[src/rtl/radix_2_dif_intt16.sv]
// radix_2_dif_intt16
// Sequential 16-point inverse NTT over Z_65537 with omega = 4 and omega^-1 = 2^30.
// Gentleman-Sande radix-2 DIF core. A 16-word register file holds the frame, one butterfly
// runs per cycle (4 stages x 8 butterflies), and outputs are scaled by 16^-1 = -2^12 on the
// drain path. Twiddles are powers of two, so every multiply is a shift plus 2^16 = -1 folding.
// Ports:
//   clk, rst             clock; synchronous active-high reset
//   in_valid/in_ready    input handshake, in_data = A[k], natural order
//   out_valid/out_ready  output handshake, out_data = a[j], natural order
//   out_last             high with out_valid on j = 15
//   busy                 high while computing or draining
module radix_2_dif_intt16 #(
  parameter int unsigned N = 17  // coefficient width; the datapath assumes Q = 65537
) (
  input  logic         clk,
  input  logic         rst,
  input  logic         in_valid,
  output logic         in_ready,
  input  logic [N-1:0] in_data,
  output logic         out_valid,
  input  logic         out_ready,
  output logic [N-1:0] out_data,
  output logic         out_last,
  output logic         busy
);

  localparam logic [N-1:0] Q = N'(65537);
  // 16^-1 = -2^12 = 2^28 (mod Q), expressed as a power-of-two shift.
  localparam logic [4:0] NinvShift = 5'd28;

  typedef enum logic [1:0] {StLoad, StCompute, StDrain} state_e;

  state_e       r_state, w_state_nxt;
  logic [4:0]   r_cnt, w_cnt_nxt;
  logic [N-1:0] r_mem [16];

  // (x + y) mod Q; the N-bit wrap of the subtraction yields the right residue.
  function automatic logic [N-1:0] f_add(input logic [N-1:0] x, input logic [N-1:0] y);
    logic [N:0] s;
    s = {1'b0, x} + {1'b0, y};
    if (s >= {1'b0, Q}) return s[N-1:0] - Q;
    return s[N-1:0];
  endfunction

  // (x - y) mod Q for x, y in [0, Q-1].
  function automatic logic [N-1:0] f_sub(input logic [N-1:0] x, input logic [N-1:0] y);
    if (x >= y) return x - y;
    return x - y + Q;
  endfunction

  // x * 2^s mod Q for s in [0, 31]. 2^s = (-1)^s[4] * 2^s[3:0]; the shifted product is split
  // into 16-bit digits d0 + d1*2^16 + d2*2^32 == d0 - d1 + d2.
  function automatic logic [N-1:0] f_mul_pow2(input logic [N-1:0] x, input logic [4:0] s);
    logic [2*N-2:0] p;
    logic [15:0]    d0, d1;
    logic           d2;
    logic [N-1:0]   a, r;
    p  = {{(N-1){1'b0}}, x} << s[3:0];
    d0 = p[15:0];
    d1 = p[31:16];
    d2 = p[32];
    a  = {1'b0, d0} + {16'b0, d2};
    if (a >= {1'b0, d1}) r = a - {1'b0, d1};
    else                 r = a + Q - {1'b0, d1};
    if (s[4] && (r != '0)) r = Q - r;
    return r;
  endfunction

  // Butterfly addressing: r_cnt[4:3] is the stage, r_cnt[2:0] the butterfly within it.
  logic [1:0]   w_stage;
  logic [2:0]   w_bf;
  logic [3:0]   w_idx_x, w_idx_y;
  logic [2:0]   w_exp;     // twiddle exponent of omega^-1
  logic [4:0]   w_shift;   // omega^-e = 2^(-2e mod 32)
  logic [N-1:0] w_x, w_y, w_sum, w_dif, w_prod;
  logic [N-1:0] w_in_red;
  logic [3:0]   w_rev;

  assign w_stage = r_cnt[4:3];
  assign w_bf    = r_cnt[2:0];

  always_comb begin
    w_idx_x = 4'd0;
    w_idx_y = 4'd0;
    w_exp   = 3'd0;
    unique case (w_stage)
      2'd0: begin
        w_idx_x = {1'b0, w_bf};
        w_idx_y = {1'b1, w_bf};
        w_exp   = w_bf;
      end
      2'd1: begin
        w_idx_x = {w_bf[2], 1'b0, w_bf[1:0]};
        w_idx_y = {w_bf[2], 1'b1, w_bf[1:0]};
        w_exp   = {w_bf[1:0], 1'b0};
      end
      2'd2: begin
        w_idx_x = {w_bf[2:1], 1'b0, w_bf[0]};
        w_idx_y = {w_bf[2:1], 1'b1, w_bf[0]};
        w_exp   = {w_bf[0], 2'b00};
      end
      2'd3: begin
        w_idx_x = {w_bf, 1'b0};
        w_idx_y = {w_bf, 1'b1};
        w_exp   = 3'd0;
      end
      default: ;
    endcase
  end

  assign w_shift  = 5'd0 - {1'b0, w_exp, 1'b0};
  assign w_x      = r_mem[w_idx_x];
  assign w_y      = r_mem[w_idx_y];
  assign w_sum    = f_add(w_x, w_y);
  assign w_dif    = f_sub(w_x, w_y);
  assign w_prod   = f_mul_pow2(w_dif, w_shift);
  assign w_in_red = (in_data >= Q) ? in_data - Q : in_data;

  // DIF with natural-order input leaves results in bit-reversed slots.
  assign w_rev = {r_cnt[0], r_cnt[1], r_cnt[2], r_cnt[3]};

  // Next-state and outputs.
  always_comb begin
    w_state_nxt = r_state;
    w_cnt_nxt   = r_cnt;
    in_ready    = 1'b0;
    out_valid   = 1'b0;
    out_last    = 1'b0;
    out_data    = '0;
    busy        = 1'b0;
    unique case (r_state)
      StLoad: begin
        in_ready = 1'b1;
        if (in_valid) begin
          if (r_cnt == 5'd15) begin
            w_state_nxt = StCompute;
            w_cnt_nxt   = 5'd0;
          end else begin
            w_cnt_nxt = r_cnt + 5'd1;
          end
        end
      end
      StCompute: begin
        busy = 1'b1;
        if (r_cnt == 5'd31) begin
          w_state_nxt = StDrain;
          w_cnt_nxt   = 5'd0;
        end else begin
          w_cnt_nxt = r_cnt + 5'd1;
        end
      end
      StDrain: begin
        busy      = 1'b1;
        out_valid = 1'b1;
        out_last  = (r_cnt == 5'd15);
        out_data  = f_mul_pow2(r_mem[w_rev], NinvShift);
        if (out_ready) begin
          if (r_cnt == 5'd15) begin
            w_state_nxt = StLoad;
            w_cnt_nxt   = 5'd0;
          end else begin
            w_cnt_nxt = r_cnt + 5'd1;
          end
        end
      end
      default: begin
        w_state_nxt = StLoad;
        w_cnt_nxt   = 5'd0;
      end
    endcase
  end

  always_ff @(posedge clk) begin
    if (rst) begin
      r_state <= StLoad;
      r_cnt   <= 5'd0;
    end else begin
      r_state <= w_state_nxt;
      r_cnt   <= w_cnt_nxt;
    end
  end

  // Register file has no reset; contents are rewritten by every frame.
  always_ff @(posedge clk) begin
    if (!rst) begin
      if (in_ready && in_valid) begin
        r_mem[r_cnt[3:0]] <= w_in_red;
      end else if (r_state == StCompute) begin
        r_mem[w_idx_x] <= w_sum;
        r_mem[w_idx_y] <= w_prod;
      end
    end
  end

endmodule

[config.mk]
export PLATFORM = sky130hd
export DESIGN_NAME = radix_2_dif_intt16
export DESIGN_NICKNAME = d
export VERILOG_FILES = /design/src/rtl/radix_2_dif_intt16.sv
export SDC_FILE = /design/constraint.sdc
export NUM_CORES = 1
export LEC_CHECK = 0
export CAP_MARGIN = 20
export CORE_AREA = 2 2 225 338
export CTS_CLUSTER_DIAMETER = 120
export CTS_CLUSTER_SIZE = 40
export DETAILED_ROUTE_END_ITERATION = 10
export DIE_AREA = 0 0 227 340
export MAX_ROUTING_LAYER = met4
export PLACE_DENSITY = 0.6
export SYNTH_ARGS = -nofsm -noshare
export SYNTH_HDL_FRONTEND = slang
export SYNTH_SLANG_ARGS = --single-unit
[constraint.sdc]
create_clock -name clk -period 11.2 [get_ports clk]
set_input_delay 1.12 -clock clk [delete_from_list [all_inputs] [get_ports clk]]
set_output_delay 1.12 -clock clk [all_outputs]
set_load 0.005 [all_outputs]
== Word-level counts from Yosys, hierarchy flattened ==
Memories as Yosys holds them, arrays and structs flattened. A register that Yosys moved wholly into a read port is not among the register bits.
Index checks and enable logic that the tools add are counted.
Widths: inputs -> output; s select.

* Magnitude comparators: 5
* Equality and inequality tests: 12
* Reductions and logical operators: 10
* Add/sub/neg operators: 16
* Multiplexer cells: 43
* Shifts and indexed selects: 1

{| class="wikitable"
|+ Operators by type and width
! cell !! count
|-
| $mux 17 || 12
|-
| $add 17x17->17 const B || 2
|-
| $reduce_bool 17->1 || 2
|-
| $sub 17x16->17 || 2
|-
| $sub 17x17->17 const A || 2
|-
| $sub 17x17->17 const B || 2
|-
| $shl 17x4->33 || 1
|-
| $pmux 4 s4 || 2
|-
| $mux 5 || 4
|-
| $add 17x17->18 || 1
|-
| $ge 18x17->1 const B || 1
|-
| $add 16x1->17 || 1
|-
| $add 16x17->17 const B || 1
|-
| $ge 17x16->1 || 1
|-
| $ge 17x17->1 || 1
|-
| $ge 17x17->1 const B || 1
|-
| $reduce_or 17->1 || 1
|-
| $sub 16x13->17 || 1
|-
| $sub 17x13->17 || 1
|-
| $sub 17x17->17 || 1
|-
| $ge 16x13->1 || 1
|-
| $pmux 5 s3 || 1
|-
| $mux 1 || 14
|-
| $mux 4 || 3
|-
| other kinds (15) || 28
|}

* Bits of input ports: 21
* Memories kept: 1
* Bits in registers: 7
* Output and inout bits: 21
* Logic and storage cells: 90
* Memory bits (writable): 272

{| class="wikitable"
|+ Memory list
! memory !! words !! width !! read ports !! clocked after Yosys merged registers in !! wr ports !! RTL line !! RTL
|-
| r_mem || 16 || 17 || 3 || 1 || 2 || 35 || <nowiki>logic [N-1:0] r_mem [16];</nowiki>
|}

== Longest topological paths before layout ==
An unclocked memory read counts as a cell.

* Depth after elaboration: 14
* Mapped depth: 49

== Least setup slack after synthesis ==
Ideal clock, no wire load.

* Path kind: register to register
* From: reg r_cnt[4]
* To: mem r_mem[6][13], data pin
* Buffers on the path: 9
* Stages on the path, launching flop included: 47
* Data arrival time: 10.736 ns
* Period minus slack after synthesis: 10.902 ns
* Path slack: 0.298 ns
* Cells stage by stage: dfxtp_1 -> clkbuf_1 -> nand2_1 -> and2_1 -> clkbuf_1 -> clkbuf_1 -> buf_1 -> mux4_2 -> a211oi_1 -> a31oi_1 -> ha_1 -> clkbuf_1 -> nor4_1 -> o211a_1 -> a311oi_1 -> nand3_1 -> nor4_1 -> and2_1 -> [11 not listed] -> o211a_1 -> nor3_1 -> o311ai_2 -> buf_2 -> buf_2 -> nand2_1 -> nand2_1 -> clkbuf_1 -> inv_1 -> ha_1 -> or4b_2 -> nor3_1 -> mux2i_1 -> o21ai_0 -> or3_1 -> clkbuf_1 -> nand2_1 -> o211ai_1

{| class="wikitable"
|+ RTL lines
! item !! RTL line !! RTL
|-
| start: declaration || 34 || <nowiki>logic [4:0] r_cnt, w_cnt_nxt;</nowiki>
|-
| start signal: assignment || 179 || <nowiki>r_cnt <= w_cnt_nxt;</nowiki>
|-
| end: declaration || 35 ||
|}

==> summary.md <==
| Metric | Value |
|---|---|
| Status | finished clean |
| Worst setup SP type | flip-flop |
| Clk_skew | 0.0933 ns |
| Clk_lat worst skew | between 0.5 and 0.6 ns |
| Die Footprint | slightly below 80,000 um2 |
| Ys async rst share | 0% |
| Gate power share | 65.0% |
| DP HPWL | 77,800 um |
| P_int | 2460 uW |
| FP Rows | between 100 and 150 |
| CP most frequent cell | buf_4 |
| Area grow syn2layout | 10.7% |
| Gr ovfl total | 0 |
| Core region area | 74,500 um2 |
| Synth warn | 0 |
| Final setup fails | 0 |
| RD Place Congestion | 0.988 |
| Post-Syn Area per Cell | 9.70 um2 |
| Initial Util | 34.6% |
| Register area share after synthesis | between 30% and 40% |
| Top_reg_cell synth | edfxtp_1 |
| LEAKAGE | 0.00978 uW |
| Slew headroom | roughly a quarter |
| Largest stage delay, worst path | just over 0.5 ns |
| Total negative slack | 0 ns |
| # nets final | 2,806 |
| Period utilization | 94.6% |
| Crit path DAT | between 10 and 15 ns |
| Via count | 23,500 |
| Iteration-0 DRC count of the detailed router | 2,757 |
| CTS root buf | clkbuf_16 |
| Setup crit end kind | flip-flop |
| First-pass GRT wire length | 154,000 um |
| Clock Sinks | 283 |
| H-Tree Level Count | 1 |
| Pwr Density | between 150 and 200 nW/um2 |
| CP max FO | 24 |
| RSZ-0062 raised after global routing | no |
| Cell Area, Placed | 28,000 um2 |
| Area of the multi-input gates | 16,400 um2 |
| GRT Util Overall | 28.2% |
| Hold Slack | 0.586 ns |
| Hold crit path type | reg2reg |
| Critical-path top delay cell | ha_2 |
| Number of global-route vias before repair | 23,300 |
| R2r setup slk | approximately 0.60 ns |
| WL/cell | 29.1 um |
| Largest net degree at the start of global routing | 65 |
| Seq cells post-synth | roughly 280 |
| Synthesized area | 25,800 um2 |
| Final WL | 107,000 um |
| Finished Layout Cells | about 3,700 |
| Max VDD drop | 171 uV |
| Final-report hold violation count | 0 |
| CTS tree | yes |
| CP required | 11.47 ns |
| Drt first pass iters | 5 |
| Slew @ Worst Pin | 1.12 ns |
| Initial antenna violation count | 1 |
| Max Cap Viol | 0 |
| Final ANT Viol Nets | 0 |
| I/O Buffers | 41 |
| Slew Limit Fails | 0 |
| Hold buffers post-CTS | 0 |
| Syn nets | 2,783 |
| Final instance area | 28,600 um2 |
| Residual DRC | 0 |
| Final min period | ~11 ns |
| Fillers | about 7,500 |
| Crit Path Class | reg2reg |
| Sw Ratio | 49.7% |
| Switching power total | 2430 uW |
| Cells after Synth | 2,659 |
| Vias/cell | 6.38 |
| FF+latch area | between 8000 and 9000 um2 |
| Proportion of layout cells with a drive suffix above 1 | 15.3% |
| IO Pins | 42 |
| Clk pwr share | between 10 and 15% |
| CTS Buffer Depth | 3 |
| Synth unique cells | 88 |
| Die Wd | between 200 and 250 um |
| CTS Buf Count | 11 |
| Placed Cells incl. Taps | 3,652 |
| FMAX | between 0.09 and 0.1 GHz |
| Number of synthesized flops with an enable pin | about 270 |
| Final total power | between 4000 and 5000 uW |
| Seq pwr share | between 20% and 30% |
| Die span in y | 340 um |
| Worst-path clk slew | 0.16 ns |
==> kinds of logic after synthesis <==
| group | after synthesis | share of synthesized area [%] |
|---|---|---|
| muxes | 293 | 18.9 |
| adders and majority gates | 103 | 5.43 |
| AOI/OAI and AO/OA | 706 | 18.3 |
| xor gates and xnor gates | 118 | 4.06 |
| buffers and inverters | 302 | 4.80 |
| and+or+nand+nor | 854 | 15.9 |
| DFF | 283 | 32.5 |
==> worst max-delay path, delay by kind of cell, from the launching register on <==
kind            cells  cell delay [ns]
simple gates       12             2.64
mux                 4             1.14
compound gates     13             2.81
flops               1             0.47
fa+ha+maj           3             1.28
xor+xnor            2             0.38
buf+inv             6             1.55
==> layer usage <==
layer / vias up / GRT usage (%) / wire length, um / part of all wire, %
met5: - / - / 0 / 0
met4: 0 / 23.0 / 11000 / 10
met3: 467 / 4.26 / 8400 / 7.8
met2: 1385 / 46.3 / 51800 / 48
met1: 11400 / 29.9 / 36200 / 34
li1: 10200 / - / - / -
==> flip-flops by register name (all words and copies together) (netlist names), named ones only <==
signal and count:
r_mem 272, r_state 2, r_cnt 5
==> cell usage after synthesis, types with 16 or more instances <==
cell type,instances,share of area [%]
o21ai_0,140,2.7
ha_1,88,4.3
nor3_1,57,1.1
mux4_2,135,12
xor2_1,39,1.3
nor2_1,223,3.2
inv_1,105,1.5
and4_1,20,0.68
a211oi_1,24,0.70
edfxtp_1,272,32
nand2b_1,26,0.63
mux2i_1,132,5.1
o211ai_1,18,0.52
xnor2_1,78,2.6
nand4_1,17,0.41
or3_1,35,0.85
nand3_1,65,1.3
clkbuf_1,159,2.3
and2_1,39,0.95
a21oi_1,181,3.5
nor2b_1,16,0.39
o22ai_1,22,0.53
a31oi_1,33,0.80
o221ai_1,70,2.4
nor4_1,19,0.46
nand2_1,274,4.0
o22a_1,83,2.8
==> power by group through the flow <==
stage | clock (uW) | sequential, uW | combinational [uW]
detailed placement | 0 | 1200 | 3070
global route | 560 | 1170 | 3420
floorplan | 0 | 1190 | 2010
global placement | 0 | 1200 | 3010
CTS | 536 | 1170 | 3090
finish | 538 | 1170 | 3180
==> metrics by stage <==
step | util (%) | worst slack, ns
after floorplan | - | 0.298
after global placement | 37.5 | 0.373
after detailed placement | 37.6 | 0.278
after CTS | 38.0 | 0.181
after global routing | 38.3 | 0.0223
final | 38.3 | 0.603
==> cell type report <==
| cell class | instances | share of cell area, % |
|---|---|---|
| Tap cell | 1000 | 4.38 |
| Clock inverter | 1 | 0.105 |
| Clock buffer | 14 | 1.00 |
| Multi-Input combinational cell | 2075 | 57.6 |
| Antenna cell | 2 | 0.0175 |
| Sequential cell | 283 | 29.4 |
| Timing Repair Buffer | 204 | 6.12 |
| Inverter | 107 | 1.41 |
==> repair_timing <==
action                     in CTS  in global routing
hold endpoints to repair        0                  0
setup endpoints to repair       0                128
setup buffers                   0                 12
resized for setup               0                 24
==> placed cells by master (no fill, tap or decap), types with 16 or more instances in the layout <==
master           netlist  layout
clkdlybuf4s50_1        0      41
mux4_2               135     135
nor2_1               223     214
o211ai_1              18      18
o22a_1                83      83
nor4_1                19      18
ha_1                  88      86
buf_4                  2     151
o22ai_1               22      22
nand2_1              274     274
xnor2_1               78      77
and2_1                39      38
a211oi_1              24      24
inv_1                105     105
o221ai_1              70      70
a21oi_1              181     178
nand2b_1              26      25
or3_1                 35      33
nor3_1                57      54
a31oi_1               33      33
o21ai_0              140     122
nand4_1               17      17
mux2i_1              132     131
nand3_1               65      64
o21ai_2                0      16
edfxtp_1             272     272
xor2_1                39      38
and4_1                20      20
==> worst paths after layout <==
path / from / to / cells past startpoint
max: r_cnt[0] / r_mem[8][9] / 40
min: r_state[0] / r_state[0] / 2
max reg2reg: r_cnt[0] / r_mem[8][9] / 40
min reg2reg: r_state[0] / r_state[0] / 2
(Power assumes the default switching activity.)
